===== src/rtl/single_rocket_mover_if.sv =====
// Bundle between the rockets controller and one rocket slot mover.
// The controller drives launch parameters; the mover reports position and status.
interface single_rocket_mover_if;
  logic               startOfFrame;
  logic               isActive;
  logic signed [10:0] initialSpeed;
  logic signed [10:0] initialX;
  logic signed [10:0] initialY;
  logic signed [10:0] topLeftX;
  logic signed [10:0] topLeftY;
  logic               rocketVisible;
  logic               reachedBorder;

  modport master (
    output startOfFrame, isActive, initialSpeed, initialX, initialY,
    input  topLeftX, topLeftY, rocketVisible, reachedBorder
  );

  modport slave (
    input  startOfFrame, isActive, initialSpeed, initialX, initialY,
    output topLeftX, topLeftY, rocketVisible, reachedBorder
  );
endinterface


===== src/rtl/single_rocket_mover.sv =====
// Flies one rocket vertically in 1/64-pixel fixed point, one step per frame,
// from launch on the rising edge of isActive until it leaves the playfield.
module single_rocket_mover #(
  parameter int FP_SHIFT      = 6,
  parameter int TOP_BORDER    = 0,
  parameter int BOTTOM_BORDER = 479,
  parameter int ROCKET_HEIGHT = 16
) (
  input logic                  clk,
  input logic                  resetN,
  single_rocket_mover_if.slave bus
);

  localparam logic [1:0] IDLE   = 2'd0;
  localparam logic [1:0] FLYING = 2'd1;
  localparam logic [1:0] EXITED = 2'd2;

  logic [1:0]         state;
  logic               is_active_d;
  logic signed [10:0] x;
  logic signed [10:0] speed;
  logic signed [17:0] y_fp;

  logic               rise;
  logic signed [17:0] next_y_fp;
  logic signed [17:0] new_y;
  logic               out_of_bounds;

  assign rise      = bus.isActive & ~is_active_d;
  // Plain 18-bit wrap-around add; callers keep launch values in range.
  assign next_y_fp = y_fp + {{7{speed[10]}}, speed};
  assign new_y     = next_y_fp >>> FP_SHIFT;
  assign out_of_bounds = (int'(new_y) < TOP_BORDER) ||
                         (int'(new_y) + ROCKET_HEIGHT > BOTTOM_BORDER + 1);

  // NOTE: sequential state uses non-blocking assignments so every register
  // samples the pre-edge values of the others, independent of statement order.
  always_ff @(posedge clk or negedge resetN) begin
    if (!resetN) begin
      state       <= IDLE;
      is_active_d <= 1'b0;
      x           <= '0;
      speed       <= '0;
      y_fp        <= '0;
    end else begin
      is_active_d <= bus.isActive;
      case (state)
        IDLE: begin
          if (rise) begin
            x     <= bus.initialX;
            speed <= bus.initialSpeed;
            y_fp  <= {{7{bus.initialY[10]}}, bus.initialY} <<< FP_SHIFT;
            state <= FLYING;
          end
        end
        FLYING: begin
          // A cleared slot outranks both motion and a simultaneous exit.
          if (!bus.isActive) begin
            state <= IDLE;
          end else if (bus.startOfFrame) begin
            y_fp <= next_y_fp;
            if (out_of_bounds) state <= EXITED;
          end
        end
        EXITED: begin
          if (!bus.isActive) state <= IDLE;
        end
        default: state <= IDLE;
      endcase
    end
  end

  assign bus.topLeftX      = x;
  assign bus.topLeftY      = 11'(y_fp >>> FP_SHIFT);
  assign bus.rocketVisible = (state == FLYING);
  assign bus.reachedBorder = (state == EXITED);

endmodule


===== src/flat_wrapper.sv =====
// flat-port wrapper written by rule: the top's interface ports become plain ports
module single_rocket_mover_flat 
#(
  parameter int FP_SHIFT      = 6,
  parameter int TOP_BORDER    = 0,
  parameter int BOTTOM_BORDER = 479,
  parameter int ROCKET_HEIGHT = 16
)
  (clk, resetN, bus_startOfFrame, bus_isActive, bus_initialSpeed, bus_initialX, bus_initialY, bus_topLeftX, bus_topLeftY, bus_rocketVisible, bus_reachedBorder);
  single_rocket_mover_if bus_i ();
  input logic clk;
  input logic resetN;
  input wire logic [$bits(bus_i.startOfFrame)-1:0] bus_startOfFrame;
  input wire logic [$bits(bus_i.isActive)-1:0] bus_isActive;
  input wire logic [$bits(bus_i.initialSpeed)-1:0] bus_initialSpeed;
  input wire logic [$bits(bus_i.initialX)-1:0] bus_initialX;
  input wire logic [$bits(bus_i.initialY)-1:0] bus_initialY;
  output wire logic [$bits(bus_i.topLeftX)-1:0] bus_topLeftX;
  output wire logic [$bits(bus_i.topLeftY)-1:0] bus_topLeftY;
  output wire logic [$bits(bus_i.rocketVisible)-1:0] bus_rocketVisible;
  output wire logic [$bits(bus_i.reachedBorder)-1:0] bus_reachedBorder;
  assign bus_i.startOfFrame = bus_startOfFrame;
  assign bus_i.isActive = bus_isActive;
  assign bus_i.initialSpeed = bus_initialSpeed;
  assign bus_i.initialX = bus_initialX;
  assign bus_i.initialY = bus_initialY;
  assign bus_topLeftX = bus_i.topLeftX;
  assign bus_topLeftY = bus_i.topLeftY;
  assign bus_rocketVisible = bus_i.rocketVisible;
  assign bus_reachedBorder = bus_i.reachedBorder;
  single_rocket_mover #(.FP_SHIFT(FP_SHIFT), .TOP_BORDER(TOP_BORDER), .BOTTOM_BORDER(BOTTOM_BORDER), .ROCKET_HEIGHT(ROCKET_HEIGHT)) u_core (.clk(clk), .resetN(resetN), .bus(bus_i));
endmodule

===== config.mk =====
export PLATFORM = sky130hd
export DESIGN_NAME = single_rocket_mover_flat
export DESIGN_NICKNAME = d
export VERILOG_FILES = /design/src/rtl/single_rocket_mover_if.sv /design/src/rtl/single_rocket_mover.sv /design/src/flat_wrapper.sv
export SDC_FILE = /design/constraint.sdc
export NUM_CORES = 1
export LEC_CHECK = 0
export ABC_AREA = 1
export ABC_CLOCK_PERIOD_IN_PS = 5100
export CORE_UTILIZATION = 25
export DETAILED_ROUTE_END_ITERATION = 10
export PLACE_DENSITY = 0.55
export SETUP_SLACK_MARGIN = 0.2
export SLEW_MARGIN = 25
export SYNTH_ARGS = -nofsm -noshare
export SYNTH_HDL_FRONTEND = slang
export SYNTH_SLANG_ARGS = --single-unit
export TNS_END_PERCENT = 30

===== constraint.sdc =====
create_clock -name clk -period 5.1 [get_ports clk]
set_input_delay 1.02 -clock clk [delete_from_list [all_inputs] [get_ports clk]]
set_output_delay 1.02 -clock clk [all_outputs]
set_load 0.005 [all_outputs]

==> results list <==
- Unrepaired setup endpoints after global routing: no
- Multiplexer fraction of the synthesized cell area: 7.323%
- Final-layout fill cell count: 1404
- The count of nets left with antenna violations once routing finished came out at 0.
- Worst setup path category: reg -> reg
- Total leakage power: 2.045 nW
* Worst reg2reg endpoint: u_core.y_fp[13]$_DFFE_PN0P_
* Layout net count: 559
- Across the run, the number of max-cap violations was 0.
* Clk slew on worst S/H paths: 0.06 ns
* Total setup violations reported at the end of the flow: 0
- Dividing the detail-routed via count by the number of cells gives 4.415.
* Detailed placement HPWL: 7.206 mm
- Post-Layout Inst Area: 4128 um2
- The clock reaches the later pin of the worst-skew pair after 0.28 ns.
* Worst reg2reg path depth: 10
- IR analysis of the VDD net gives a maximum drop of 0.3128 mV.
- Antenna violations before repair: 0
- The library cell used most frequently in the layout, excluding fill and tap cells, is nand2_1.
- Area growth syn-to-layout: 27.82%
- Dominant synthesized flop cell: dfrtp_1
- Syn Inst Count: 452
- Count of instances resized after the clock tree is built: 0
- 0 antenna diodes ended up in the layout.
- STA classifies the critical path endpoint as a register.
- Setup slack of the worst register-to-register path: 2.08 ns
- For this design, the CTS-stage hold fixing added 0 buffers.
* Area fraction in and, or, nand and nor cells after synthesis: 31.62%
* Xor-xnor portion of the synthesized cell area: 1.356%
- Complex-gate fraction of the synthesized area: 6.819%
- Power Dens Cells: 793.1 nW/um2
* Effective utilization at floorplan: 25.59%
- Counting along the longest clock path gives a buffer depth of 2.
- Layout cell share with drive strength beyond 1: 11.33%
* Synthesized netlist net count: 509
- The region available for standard cell placement spans 12620 um2.
- Final slew viol count: 0
* Highest clock rate: 331.4 MHz
* Depth of the worst hold-timing path: 2
- Startpoint type of the worst setup path: register
- X dimension of the die: 115.7 um
* Routed wirelength normalized by instance count: 13.02 um
* Required time at the endpoint of the critical path: 5.27 ns
- Maximum number of pins on one net before global-route repair: 44
* Clock tree from TritonCTS: done
- In the finished design, the share of the clock period the worst path needs comes to 59.17%.
- Clock tree synthesis found a total of 43 sinks.
- Total chip power: 3.274 mW
- Vias in the first global route: 3060
- In this run the number of H-tree levels came out at 2.
- The critical path starts at u_core.state[0]$_DFFE_PN0P_.
- The critical path ends at u_core.y_fp[13]$_DFFE_PN0P_.
- I/O pin count: 61
- Y dimension of the die: 115.7 um
* Hold Fails Final Rpt: 0
- FF+latch count, synth: 43
- In this run the critical register-to-register path is launched from u_core.state[0]$_DFFE_PN0P_.
* Data arrival, critical path: 3.19 ns
- Final core utilization: 32.71%
- After detailed routing, the number of remaining DRC violations is 0.
* Async set-reset flop share out of synthesis: 100.0%
* Overflow after GRT: 0
* Clk root buf: clkbuf_16
- First-pass iteration count of the detailed router: 5
- Largest driver fanout on the critical path: 20
- Synth unique cells: 28
* Number of synthesized flops with an enable pin: 0
- Worst-Margin Slew: 0.6069 ns
- Of the synthesized area, sequential elements account for 33.32%.
- Global routing consumed, over all layers together, 14.13% of the routing resources.
- The flow ran to the end, and the final reports show no timing, DRC or antenna violations.
- TritonCTS Buffers: 5
- Post-CTS timing repair inserted 0 buffers for setup.
* Highest-count cells in the layout ignoring fill and taps: 132 x nand2_1, 65 x inv_1, 59 x clkdlybuf4s50_1, 43 x dfrtp_1, 35 x nor2_1
- Final-layout setup total negative slack: 0 ns
* Final critical delay including setup and external delays: 3.018 ns
- During synthesis, Yosys emitted a total of 0 warnings.
- Relative slew slack: 59.50%
- Detailed Route WL: 8.789 mm
* Post-Syn Area: 3229 um2
- The detailed router finished its first iteration with 183 violations.
- At the end of routability-driven placement, the weighted congestion stood at 0.8711.
* Min-Delay Path Class: reg -> reg
- Wire length of the first global-routing pass: 14.66 mm
- After detailed placement, the total cell area comes to 3936 um2.
* Vias after detailed routing: 2980
* Area share of fa/ha/maj cells after synthesis: 7.981%
* Number of port buffers: 60
- Largest family of logic cells by synthesized area: simple AND/OR/NAND/NOR gates
* Syn_area_per_cell: 7.145 um2
* Final setup skew: 0.003352 ns
- The die covers 13380 um2.
* Std cell rows: 41
## kinds of logic (layout without fill, tap and decap cells)
kind of cell | Yosys count | in the layout
AND/OR/NAND/NOR | 234 | 234
buffers and inverters | 88 | 139
flip-flops | 43 | 43
AO/OA/AOI/OAI | 41 | 41
multiplexers | 21 | 21
adder cells (fa/ha/maj) | 20 | 20
XOR/XNOR | 5 | 5
## registers in the layout, summed over array words and instances, names as in the netlist
register	count
u_core.bus.topLeftX	11
u_core.is_active_d	1
u_core.speed	11
u_core.state	2
u_core.y_fp	18
## Yosys cell counts, types with 3 or more instances
cell      count  area [um2]
a21oi_1      27       135.1
and2_1        4       25.02
buf_4        11       82.58
clkbuf_1      5       18.77
dfrtp_1      43        1076
ha_1         19       237.7
inv_1        65       244.0
inv_2         5       18.77
mux2_2       21       236.5
nand2_1     132       495.5
nand2_2      13       81.33
nand3_1      30       150.1
nand4_1       7       43.79
nor2_1       35       131.4
nor2_2        6       37.54
o21ai_0       7       35.03
xnor2_1       3       26.28
## layer usage
layer / up-vias / GRT usage [%] / part of all wire [%]
met1: 1377 / 18.26 / 46
met5: - / 0 / 0
li1: 1517 / - / -
met3: 12 / 2.092 / 4.6
met2: 74 / 24.11 / 48
met4: 0 / 4.786 / 1.8
## cell type report
| class | instances | area [um2] | area share (%) |
|---|---|---|---|
| multi-input combinational | 321 | 1779 | 43.10 |
| tap | 172 | 215.2 | 5.214 |
| clock inverter | 2 | 60.06 | 1.455 |
| sequential | 43 | 1076 | 26.07 |
| clock buffer | 6 | 128.9 | 3.122 |
| inverter | 70 | 262.8 | 6.366 |
| timing repair buffer | 61 | 605.6 | 14.67 |
## power breakdown
part	internal (mW)	switching (mW)
combinational	0.870	1.35
sequential	0.502	0.147
clock	0.281	0.125
## critical path, stage by stage (launching register included)
cell and delay (ns):
dfrtp_1 0.37, inv_1 0.07, nor2_2 0.44, inv_1 0.38, nor2_1 0.27, nand2_1 0.18, nand2_1 0.37, inv_1 0.40
a21oi_1 0.20, o21ai_0 0.10, o21a_1 0.12
## worst min path at each step
| stage | startpoint | end | slack, ns |
|---|---|---|---|
| 2_1_floorplan | u_core.y_fp[0]$_DFFE_PN0P_ | u_core.y_fp[0]$_DFFE_PN0P_ | 0.46 |
| 3_3_place_gp | u_core.y_fp[0]$_DFFE_PN0P_ | u_core.y_fp[0]$_DFFE_PN0P_ | 0.47 |
| 3_5_place_dp | u_core.y_fp[0]$_DFFE_PN0P_ | u_core.y_fp[0]$_DFFE_PN0P_ | 0.48 |
| 4_1_cts | u_core.y_fp[0]$_DFFE_PN0P_ | u_core.y_fp[0]$_DFFE_PN0P_ | 0.49 |
| 5_1_grt | u_core.bus.topLeftX[1]$_DFFE_PN0P_ | u_core.bus.topLeftX[1]$_DFFE_PN0P_ | 0.52 |
| 6_report | u_core.y_fp[0]$_DFFE_PN0P_ | u_core.y_fp[0]$_DFFE_PN0P_ | 0.50 |
## through the flow
stage | setup WS (ns) | hold slack [ns] | cells
after CTS | 2.092 | 0.4949 | 675
final | 2.082 | 0.4962 | 675
after floorplan | 2.823 | 0.4555 | 452
after detailed placement | 1.830 | 0.4759 | 667
after global placement | 1.913 | 0.4704 | 667
after global routing | 1.702 | 0.5165 | 675
Power figures use the tool's default switching activity.
